==> config.mk <==
export PLATFORM = sky130hd
export DESIGN_NAME = cp0_nway
export DESIGN_NICKNAME = d
export VERILOG_FILES = /design/src/rtl/cp0_pkg.sv /design/src/rtl/cp0_timer.sv /design/src/rtl/cp0_nway.sv
export SDC_FILE = /design/constraint.sdc
export NUM_CORES = 1
export LEC_CHECK = 0
export BUFFER_PORTS_ARGS = -buffer_cell sky130_fd_sc_hd__buf_2
export CELL_PAD_IN_SITES_DETAIL_PLACEMENT = 1
export CELL_PAD_IN_SITES_GLOBAL_PLACEMENT = 2
export CORE_ASPECT_RATIO = 1.2
export CORE_MARGIN = 2
export CORE_UTILIZATION = 32
export CTS_CLUSTER_DIAMETER = 40
export DETAILED_ROUTE_END_ITERATION = 7
export GPL_TIMING_DRIVEN = 0
export PLACE_DENSITY = 0.87
export SYNTH_ARGS = -nofsm -noshare
export SYNTH_HDL_FRONTEND = slang
export SYNTH_SLANG_ARGS = --single-unit
==> constraint.sdc <==
create_clock -name clk -period 4.9 [get_ports clk]
set_input_delay 1.47 -clock clk [delete_from_list [all_inputs] [get_ports clk]]
set_output_delay 1.47 -clock clk [all_outputs]
set_load 0.03 [all_outputs]
==> src/rtl/cp0_pkg.sv <==
// cp0_pkg: shared constants for the N-way system-control coprocessor.
//   - CP0 register numbers, ExcCodes (including the NONE/ERET pseudo-codes),
//     Status/Cause bit positions and flush-enable levels.
package cp0_pkg;

  // CP0 register numbers
  localparam logic [4:0] CP0_BADVADDR = 5'd8;
  localparam logic [4:0] CP0_COUNT    = 5'd9;
  localparam logic [4:0] CP0_COMPARE  = 5'd11;
  localparam logic [4:0] CP0_STATUS   = 5'd12;
  localparam logic [4:0] CP0_CAUSE    = 5'd13;
  localparam logic [4:0] CP0_EPC      = 5'd14;

  // ExcCodes; NONE and ERET are pipeline pseudo-codes, never stored in Cause
  localparam logic [4:0] EXC_INT  = 5'd0;
  localparam logic [4:0] EXC_ADEL = 5'd4;
  localparam logic [4:0] EXC_ADES = 5'd5;
  localparam logic [4:0] EXC_SYS  = 5'd8;
  localparam logic [4:0] EXC_RI   = 5'd10;
  localparam logic [4:0] EXC_OV   = 5'd12;
  localparam logic [4:0] EXC_NONE = 5'h10;
  localparam logic [4:0] EXC_ERET = 5'h11;

  // Status bit positions
  localparam int unsigned ST_IE    = 0;
  localparam int unsigned ST_EXL   = 1;
  localparam int unsigned ST_IM_LO = 8;
  localparam int unsigned ST_IM_HI = 15;

  // Cause bit positions
  localparam int unsigned CA_BD     = 31;
  localparam int unsigned CA_TI     = 30;
  localparam int unsigned CA_IP_LO  = 8;
  localparam int unsigned CA_IP_HI  = 15;
  localparam int unsigned CA_EXC_LO = 2;
  localparam int unsigned CA_EXC_HI = 6;

  // Flush-enable levels
  localparam logic FLUSH_EN  = 1'b1;
  localparam logic FLUSH_DIS = 1'b0;

  // Assemble the architectural Cause word from its stored fields.
  function automatic logic [31:0] cause_pack(input logic       bd,
                                             input logic       ti,
                                             input logic [7:0] ip,
                                             input logic [4:0] exccode);
    logic [31:0] c;
    c                       = '0;
    c[CA_BD]                = bd;
    c[CA_TI]                = ti;
    c[CA_IP_HI:CA_IP_LO]    = ip;
    c[CA_EXC_HI:CA_EXC_LO]  = exccode;
    return c;
  endfunction

endpackage

==> src/rtl/cp0_timer.sv <==
// cp0_timer: Count/Compare timer with programmable prescaler.
//   clk_i, rst_ni         clock, async active-low reset
//   count_we_i/_wdata_i   load Count (also restarts the prescaler)
//   compare_we_i/_wdata_i load Compare (also clears TI)
//   count_o, compare_o    current register values
//   ti_o                  timer interrupt flag (Cause.TI)
module cp0_timer #(
  parameter int unsigned COUNT_DIV = 2
) (
  input  logic        clk_i,
  input  logic        rst_ni,
  input  logic        count_we_i,
  input  logic [31:0] count_wdata_i,
  input  logic        compare_we_i,
  input  logic [31:0] compare_wdata_i,
  output logic [31:0] count_o,
  output logic [31:0] compare_o,
  output logic        ti_o
);

  localparam logic [4:0] PRESC_MAX = 5'(COUNT_DIV - 1);

  logic [4:0]  presc_q, presc_d;
  logic [31:0] count_q, count_d;
  logic [31:0] compare_q, compare_d;
  logic        ti_q, ti_d;
  logic [31:0] count_inc;

  assign count_inc = count_q + 32'd1;

  always_comb begin
    presc_d   = presc_q;
    count_d   = count_q;
    compare_d = compare_q;
    ti_d      = ti_q;
    if (count_we_i) begin
      // A software load never raises TI by itself
      count_d = count_wdata_i;
      presc_d = '0;
    end else if (presc_q == PRESC_MAX) begin
      presc_d = '0;
      count_d = count_inc;
      if (count_inc == compare_q) ti_d = 1'b1;
    end else begin
      presc_d = presc_q + 5'd1;
    end
    // Compare write takes priority over a coincident match
    if (compare_we_i) begin
      compare_d = compare_wdata_i;
      ti_d      = 1'b0;
    end
  end

  always_ff @(posedge clk_i or negedge rst_ni) begin
    if (!rst_ni) begin
      presc_q   <= '0;
      count_q   <= '0;
      compare_q <= 32'hFFFF_FFFF;
      ti_q      <= 1'b0;
    end else begin
      presc_q   <= presc_d;
      count_q   <= count_d;
      compare_q <= compare_d;
      ti_q      <= ti_d;
    end
  end

  assign count_o   = count_q;
  assign compare_o = compare_q;
  assign ti_o      = ti_q;

endmodule

==> src/rtl/cp0_nway.sv <==
// cp0_nway: system-control coprocessor for the N-way superscalar core.
//   clk, rst_            clock, async active-low reset
//   ex_cp0_re/raddr/rdata   per-way MFC0 reads at EX (combinational)
//   wb_cp0_we/waddr/wdata   per-way MTC0 writes from WB, wb_pc their PCs
//   int_i                   external level-sensitive interrupts
//   ex_exc_code/pc/bad_vaddr/in_delay  per-way exception reports from EX
//   exc_flush_all           flush request (combinational), exc_flush_icache one cycle later
//   cp0_if_excaddr          IF redirect target while flushing
//   timer_int               Cause.TI
module cp0_nway
  import cp0_pkg::*;
#(
  parameter int unsigned NUM_WAYS   = 2,
  parameter int unsigned COUNT_DIV  = 2,
  parameter logic [31:0] EXC_VECTOR = 32'hBFC0_0380,
  parameter logic [31:0] STATUS_RST = 32'h0000_FF01
) (
  input  logic                   clk,
  input  logic                   rst_,
  input  logic [NUM_WAYS-1:0]    ex_cp0_re,
  input  logic [5*NUM_WAYS-1:0]  ex_cp0_raddr,
  output logic [32*NUM_WAYS-1:0] ex_cp0_rdata,
  input  logic [NUM_WAYS-1:0]    wb_cp0_we,
  input  logic [5*NUM_WAYS-1:0]  wb_cp0_waddr,
  input  logic [32*NUM_WAYS-1:0] wb_cp0_wdata,
  input  logic [32*NUM_WAYS-1:0] wb_pc,
  input  logic [5:0]             int_i,
  input  logic [5*NUM_WAYS-1:0]  ex_exc_code,
  input  logic [32*NUM_WAYS-1:0] ex_exc_pc,
  input  logic [32*NUM_WAYS-1:0] ex_bad_vaddr,
  input  logic [NUM_WAYS-1:0]    ex_in_delay,
  output logic                   exc_flush_all,
  output logic                   exc_flush_icache,
  output logic [31:0]            cp0_if_excaddr,
  output logic                   timer_int
);

  // Architectural state
  logic [31:0] badvaddr_q, badvaddr_d;
  logic [31:0] status_q, status_d;
  logic [31:0] epc_q, epc_d;
  logic        bd_q, bd_d;
  logic [4:0]  exccode_q, exccode_d;
  logic [1:0]  ip_sw_q, ip_sw_d;
  logic [5:0]  ip_hw_q;
  logic [31:0] soft_epc_q, soft_epc_d;
  logic        flush_q;

  // Timer interface
  logic [31:0] count, compare;
  logic        ti;

  logic [7:0]  cause_ip;
  logic [31:0] cause_val;
  logic        int_pending;
  logic        soft_only;

  // IP7 follows TI in the same cycle so the timer interrupt is visible at once
  assign cause_ip    = {ip_hw_q[5] | ti, ip_hw_q[4:0], ip_sw_q};
  assign cause_val   = cause_pack(bd_q, ti, cause_ip, exccode_q);
  assign int_pending = (|(status_q[ST_IM_HI:ST_IM_LO] & cause_ip)) &&
                       !status_q[ST_EXL] && status_q[ST_IE];
  // Only software IP bits contribute to the pending interrupt
  assign soft_only   = ~|(status_q[ST_IM_HI:ST_IM_LO+2] & cause_ip[7:2]);

  // Winner: lowest-index way reporting a code; interrupt rides on way 0
  logic [4:0]  way_code [NUM_WAYS];
  logic        win_found;
  logic [4:0]  win_code;
  logic [31:0] win_pc, win_bad;
  logic        win_delay;

  always_comb begin
    for (int i = 0; i < NUM_WAYS; i++) way_code[i] = ex_exc_code[5*i +: 5];
    if (int_pending) way_code[0] = EXC_INT;
  end

  always_comb begin
    win_found = 1'b0;
    win_code  = EXC_NONE;
    win_pc    = '0;
    win_bad   = '0;
    win_delay = 1'b0;
    for (int i = NUM_WAYS - 1; i >= 0; i--) begin
      if (way_code[i] != EXC_NONE) begin
        win_found = 1'b1;
        win_code  = way_code[i];
        win_pc    = ex_exc_pc[32*i +: 32];
        win_bad   = ex_bad_vaddr[32*i +: 32];
        win_delay = ex_in_delay[i];
      end
    end
  end

  // MTC0 decode; later (younger) ways overwrite earlier ones
  logic        wr_badv, wr_count, wr_compare, wr_status, wr_cause, wr_epc;
  logic [31:0] badv_wdata, count_wdata, compare_wdata, status_wdata, cause_wdata, epc_wdata;
  logic [31:0] cause_wpc;

  always_comb begin
    wr_badv       = 1'b0;
    wr_count      = 1'b0;
    wr_compare    = 1'b0;
    wr_status     = 1'b0;
    wr_cause      = 1'b0;
    wr_epc        = 1'b0;
    badv_wdata    = '0;
    count_wdata   = '0;
    compare_wdata = '0;
    status_wdata  = '0;
    cause_wdata   = '0;
    epc_wdata     = '0;
    cause_wpc     = '0;
    for (int i = 0; i < NUM_WAYS; i++) begin
      if (wb_cp0_we[i]) begin
        case (wb_cp0_waddr[5*i +: 5])
          CP0_BADVADDR: begin wr_badv    = 1'b1; badv_wdata    = wb_cp0_wdata[32*i +: 32]; end
          CP0_COUNT:    begin wr_count   = 1'b1; count_wdata   = wb_cp0_wdata[32*i +: 32]; end
          CP0_COMPARE:  begin wr_compare = 1'b1; compare_wdata = wb_cp0_wdata[32*i +: 32]; end
          CP0_STATUS:   begin wr_status  = 1'b1; status_wdata  = wb_cp0_wdata[32*i +: 32]; end
          CP0_CAUSE: begin
            wr_cause    = 1'b1;
            cause_wdata = wb_cp0_wdata[32*i +: 32];
            cause_wpc   = wb_pc[32*i +: 32];
          end
          CP0_EPC:      begin wr_epc     = 1'b1; epc_wdata     = wb_cp0_wdata[32*i +: 32]; end
          default: ;
        endcase
      end
    end
  end

  // ERET target sees a same-cycle MTC0 EPC even though that write is dropped
  logic [31:0] epc_eff;
  logic        eret_ok;
  assign epc_eff = wr_epc ? epc_wdata : epc_q;
  assign eret_ok = (epc_eff[1:0] == 2'b00);

  always_comb begin
    badvaddr_d = badvaddr_q;
    status_d   = status_q;
    epc_d      = epc_q;
    bd_d       = bd_q;
    exccode_d  = exccode_q;
    ip_sw_d    = ip_sw_q;
    soft_epc_d = soft_epc_q;
    if (win_found) begin
      if (win_code == EXC_ERET) begin
        if (eret_ok) begin
          status_d[ST_EXL] = 1'b0;
        end else begin
          exccode_d        = EXC_ADEL;
          badvaddr_d       = epc_eff;
          status_d[ST_EXL] = 1'b1;
        end
      end else begin
        if (!status_q[ST_EXL]) begin
          if (win_code == EXC_INT && soft_only) begin
            epc_d = soft_epc_q;
            bd_d  = 1'b0;
          end else if (win_delay) begin
            epc_d = win_pc - 32'd4;
            bd_d  = 1'b1;
          end else begin
            epc_d = win_pc;
            bd_d  = 1'b0;
          end
        end
        status_d[ST_EXL] = 1'b1;
        exccode_d        = win_code;
        if (win_code == EXC_ADEL || win_code == EXC_ADES) badvaddr_d = win_bad;
      end
    end else begin
      if (wr_badv)   badvaddr_d = badv_wdata;
      if (wr_status) status_d   = status_wdata;
      if (wr_epc)    epc_d      = epc_wdata;
      if (wr_cause) begin
        ip_sw_d    = cause_wdata[CA_IP_LO+1:CA_IP_LO];
        soft_epc_d = cause_wpc + 32'd4;
      end
    end
  end

  always_ff @(posedge clk or negedge rst_) begin
    if (!rst_) begin
      badvaddr_q <= '0;
      status_q   <= STATUS_RST;
      epc_q      <= '0;
      bd_q       <= 1'b0;
      exccode_q  <= '0;
      ip_sw_q    <= '0;
      ip_hw_q    <= '0;
      soft_epc_q <= '0;
      flush_q    <= FLUSH_DIS;
    end else begin
      badvaddr_q <= badvaddr_d;
      status_q   <= status_d;
      epc_q      <= epc_d;
      bd_q       <= bd_d;
      exccode_q  <= exccode_d;
      ip_sw_q    <= ip_sw_d;
      ip_hw_q    <= int_i;
      soft_epc_q <= soft_epc_d;
      flush_q    <= exc_flush_all;
    end
  end

  cp0_timer #(
    .COUNT_DIV (COUNT_DIV)
  ) u_timer (
    .clk_i           (clk),
    .rst_ni          (rst_),
    .count_we_i      (wr_count & ~win_found),
    .count_wdata_i   (count_wdata),
    .compare_we_i    (wr_compare & ~win_found),
    .compare_wdata_i (compare_wdata),
    .count_o         (count),
    .compare_o       (compare),
    .ti_o            (ti)
  );

  // MFC0 reads: no bypass of same-cycle writes
  logic [31:0] rd_val;
  always_comb begin
    ex_cp0_rdata = '0;
    rd_val       = '0;
    for (int i = 0; i < NUM_WAYS; i++) begin
      case (ex_cp0_raddr[5*i +: 5])
        CP0_BADVADDR: rd_val = badvaddr_q;
        CP0_COUNT:    rd_val = count;
        CP0_COMPARE:  rd_val = compare;
        CP0_STATUS:   rd_val = status_q;
        CP0_CAUSE:    rd_val = cause_val;
        CP0_EPC:      rd_val = epc_q;
        default:      rd_val = '0;
      endcase
      if (rst_ && ex_cp0_re[i]) ex_cp0_rdata[32*i +: 32] = rd_val;
    end
  end

  assign exc_flush_all    = rst_ ? (win_found ? FLUSH_EN : FLUSH_DIS) : FLUSH_DIS;
  assign exc_flush_icache = flush_q;
  assign cp0_if_excaddr   = (rst_ && win_found) ?
                            ((win_code == EXC_ERET && eret_ok) ? epc_eff : EXC_VECTOR) : 32'h0;
  assign timer_int        = rst_ & ti;

endmodule

==> results.sh <==
export IMPL_layout_commonest_cell="buf_2"
export IMPL_ys_types=82
export IMPL_final_cell_mix="buf_2, nand2_1, dfrtp_1"
export IMPL_finalClockSkew_ns=0.0245
export IMPL_setup_tns_ns=-3.09
export IMPL_cts_tree="done"
export IMPL_required_ns=3.43
export IMPL_drt_pass1_iter_count=8
export IMPL_dieArea_sq_um=57800
export IMPL_path_clk_slew_ns=0.06
export IMPL_maxCapViolCount=2
export IMPL_finish_instance_area_sq_um=24100
export IMPL_hp_class="flop to flop"
export IMPL_syn_area_per_cell_sq_um=8.00
export IMPL_clockPowerShare_pct=48.4
export IMPL_grt_max_degree=51
export IMPL_vias=22100
export IMPL_p_leak_nw=9.69
export IMPL_synth_area_sq_um=17900
export IMPL_pwr_share_seq_pct=31.8
export IMPL_ys_warnings_count=0
export IMPL_switching_power_mw=2.64
export IMPL_htreeDepth=2
export IMPL_dp_slack_ns=-2.36
export IMPL_syn_inst=2235
export IMPL_switching_share_pct=34.7
export IMPL_crit_type="primary input to output pin"
export IMPL_nets=3028
export IMPL_routed_wirelength_mm=117
export IMPL_clock_latency_ns=0.60
export IMPL_core_sq_um=55000
export IMPL_grt_total_usage_pct=39.6
export IMPL_numCtsBuffers=52
export IMPL_overflow=0
export IMPL_worst_pin_slew_ns=1.55
export IMPL_layout_setup_ws_ns=-0.178
export IMPL_fp_dieH_microns=263
export IMPL_pwr_density_cell_nw_per_um2=316
export IMPL_period_minus_slack_ns=5.08
export IMPL_clock_sinks=213
export IMPL_slew_viol_final=14
export IMPL_status="finished, violations left"
export IMPL_grt_pass1_wl_mm=165
export IMPL_crit_path_max_fanout=5
export IMPL_layout_drive_gt1_share_pct=29.0
export IMPL_r2r_slack_ns=0.12
export IMPL_setup_violations=31
export IMPL_wl_per_cell_microns=33.6
export IMPL_start_util_pct=32.5
export IMPL_syn2layout_area_growth_pct=34.7
export IMPL_port_buffers=394
export IMPL_ys_seq_area_share_pct=30.1
export IMPL_period_share_pct=104
export IMPL_rsz0062_at_grt="true"
export IMPL_vdd_ir_drop_worst_mv=0.296
export IMPL_synth_ff_type="dfrtp_1"
export IMPL_die_w_microns=220
export IMPL_first_iter_violations=1989
export IMPL_ioPinCount=399
export IMPL_viasPerCell=6.33
export IMPL_row_count=94
export IMPL_hpwl_mm=94.1
export IMPL_arrival_ns=3.61
export IMPL_hold_ws_ns=0.483
export IMPL_p_int_mw=4.98
export IMPL_antenna_found_initial=4
export IMPL_synth_async_reset_ratio_pct=100
export IMPL_clock_root_buffer="clkbuf_16"
export IMPL_pwr_share_comb_pct=19.7
export IMPL_final_util_pct=43.8
export IMPL_clockBufferDepth=3
export IMPL_end_kind="output pin"
export IMPL_violations="design-rule violations, max-capacitance violations, max-slew violations, negative setup slack"
export IMPL_synth_edf_count=0
export IMPL_grt_pass1_vias=22700
export IMPL_relSlewSlack_pct=-3.80
export IMPL_gp_congestion=0.977
export IMPL_start_kind="primary input"
export IMPL_finalHoldViolCount=0
export IMPL_drc_errors=1
export IMPL_holdBufCountCts=0
export IMPL_synth_seq_cells=213
export IMPL_max_freq_mhz=197
export IMPL_ant_nets=0
export IMPL_dpl_instance_area_sq_um=20900
[worst paths after layout]
kind / endpoint / startpoint / depth (start not counted)
max: cp0_if_excaddr[28] / wb_cp0_waddr[0] / 11
min: epc_q[13] / soft_epc_q[13] / 2
max reg2reg: epc_q[10] / status_q[10] / 16
min reg2reg: epc_q[13] / soft_epc_q[13] / 2
max in group asynchronous: status_q[11] / rst_ / 3
min in group asynchronous: u_timer.count_o[28] / rst_ / 1
[repair_timing]
item	CTS	global route
pin swaps	20	17
gates resized for setup	272	47
setup endpoints to repair	129	87
cloned	4	1
setup buffers	23	17
[kinds of logic after synthesis]
group	synth area share [%]
AO/OA/AOI/OAI	27.5
XOR/XNOR	6.02
adder cells (fa/ha/maj)	0.350
buffers and inverters	5.11
flip-flops	30.1
multiplexers	10.6
other	0.0210
AND/OR/NAND/NOR	20.2
[critical path, cell delays in order]
cell and delay (ns):
buf_6 0.09, or3b_4 0.41, nor2_4 0.26, mux2i_1 0.25, o211ai_1 0.19, nor2_2 0.19
buf_6 0.18, inv_8 0.05, clkbuf_16 0.15, o21a_1 0.21, buf_6 0.14
[layout make-up]
cell class	count	area [sq um]
Sequential cell	213	5380
Inverter	29	116
Antenna cell	2	5.00
Clock inverter	33	400
Fill cell	6613	31000
Buffer	194	1050
Clock buffer	64	1440
Timing Repair Buffer	441	2680
Tap cell	720	901
Multi-Input combinational cell	1792	12100
[Yosys cell counts, drive strengths merged, types with 15 or more instances]
cell	number	share of area, %
nor3	70	2.1
dfstp	41	6.0
nand2	266	5.6
mux2	34	2.1
or3	18	0.66
a222oi	35	2.0
xor2	47	2.3
o211ai	19	0.80
mux2i	152	8.5
buf	29	0.86
a22oi	156	6.5
nor2	127	2.7
nand4	24	0.87
a21oi	148	4.1
o21ai	169	4.8
o221ai	29	1.4
xnor2	76	3.7
nor4	35	1.2
clkbuf	173	3.6
nand3	53	1.5
dfrtp	172	24
a31oi	60	2.1
o21a	15	0.63
and3	56	2.0
inv	29	0.61
[state kept, by name, indices dropped and copies added (netlist names)]
signal             flops
badvaddr_q            32
epc_q                 32
soft_epc_q            32
status_q              32
u_timer.compare_o     32
u_timer.count_o       32
ip_hw_q                6
exccode_q              5
u_timer.presc_q        5
ip_sw_q                2
bd_q                   1
exc_flush_icache       1
u_timer.ti_o           1
[metrics by stage]
step	total power, mW	cells
finish	7.62	3488
global route	7.79	3487
CTS	7.50	3470
detailed placement	3.73	3352
global placement	3.69	3350
floorplan	2.91	2236
[layer usage]
layer	global-route usage (%)	part of all wire, %	wire, microns
met1	47.6	39	45700
met2	66.0	47	55500
met3	5.95	6.7	7820
met4	24.1	7.1	8300
met5	0	0.023	27
[power by group through the flow]
| stage | Combinational [mW] | Clock [mW] | Sequential [mW] |
|---|---|---|---|
| 2_1_floorplan | 0.761 | 0 | 2.15 |
| 3_3_place_gp | 1.30 | 0 | 2.39 |
| 3_5_place_dp | 1.33 | 0 | 2.40 |
| 4_1_cts | 1.42 | 3.70 | 2.38 |
| 5_1_grt | 1.59 | 3.78 | 2.42 |
| 6_report | 1.50 | 3.69 | 2.43 |
Note: power is estimated with default switching activity, not from simulation.
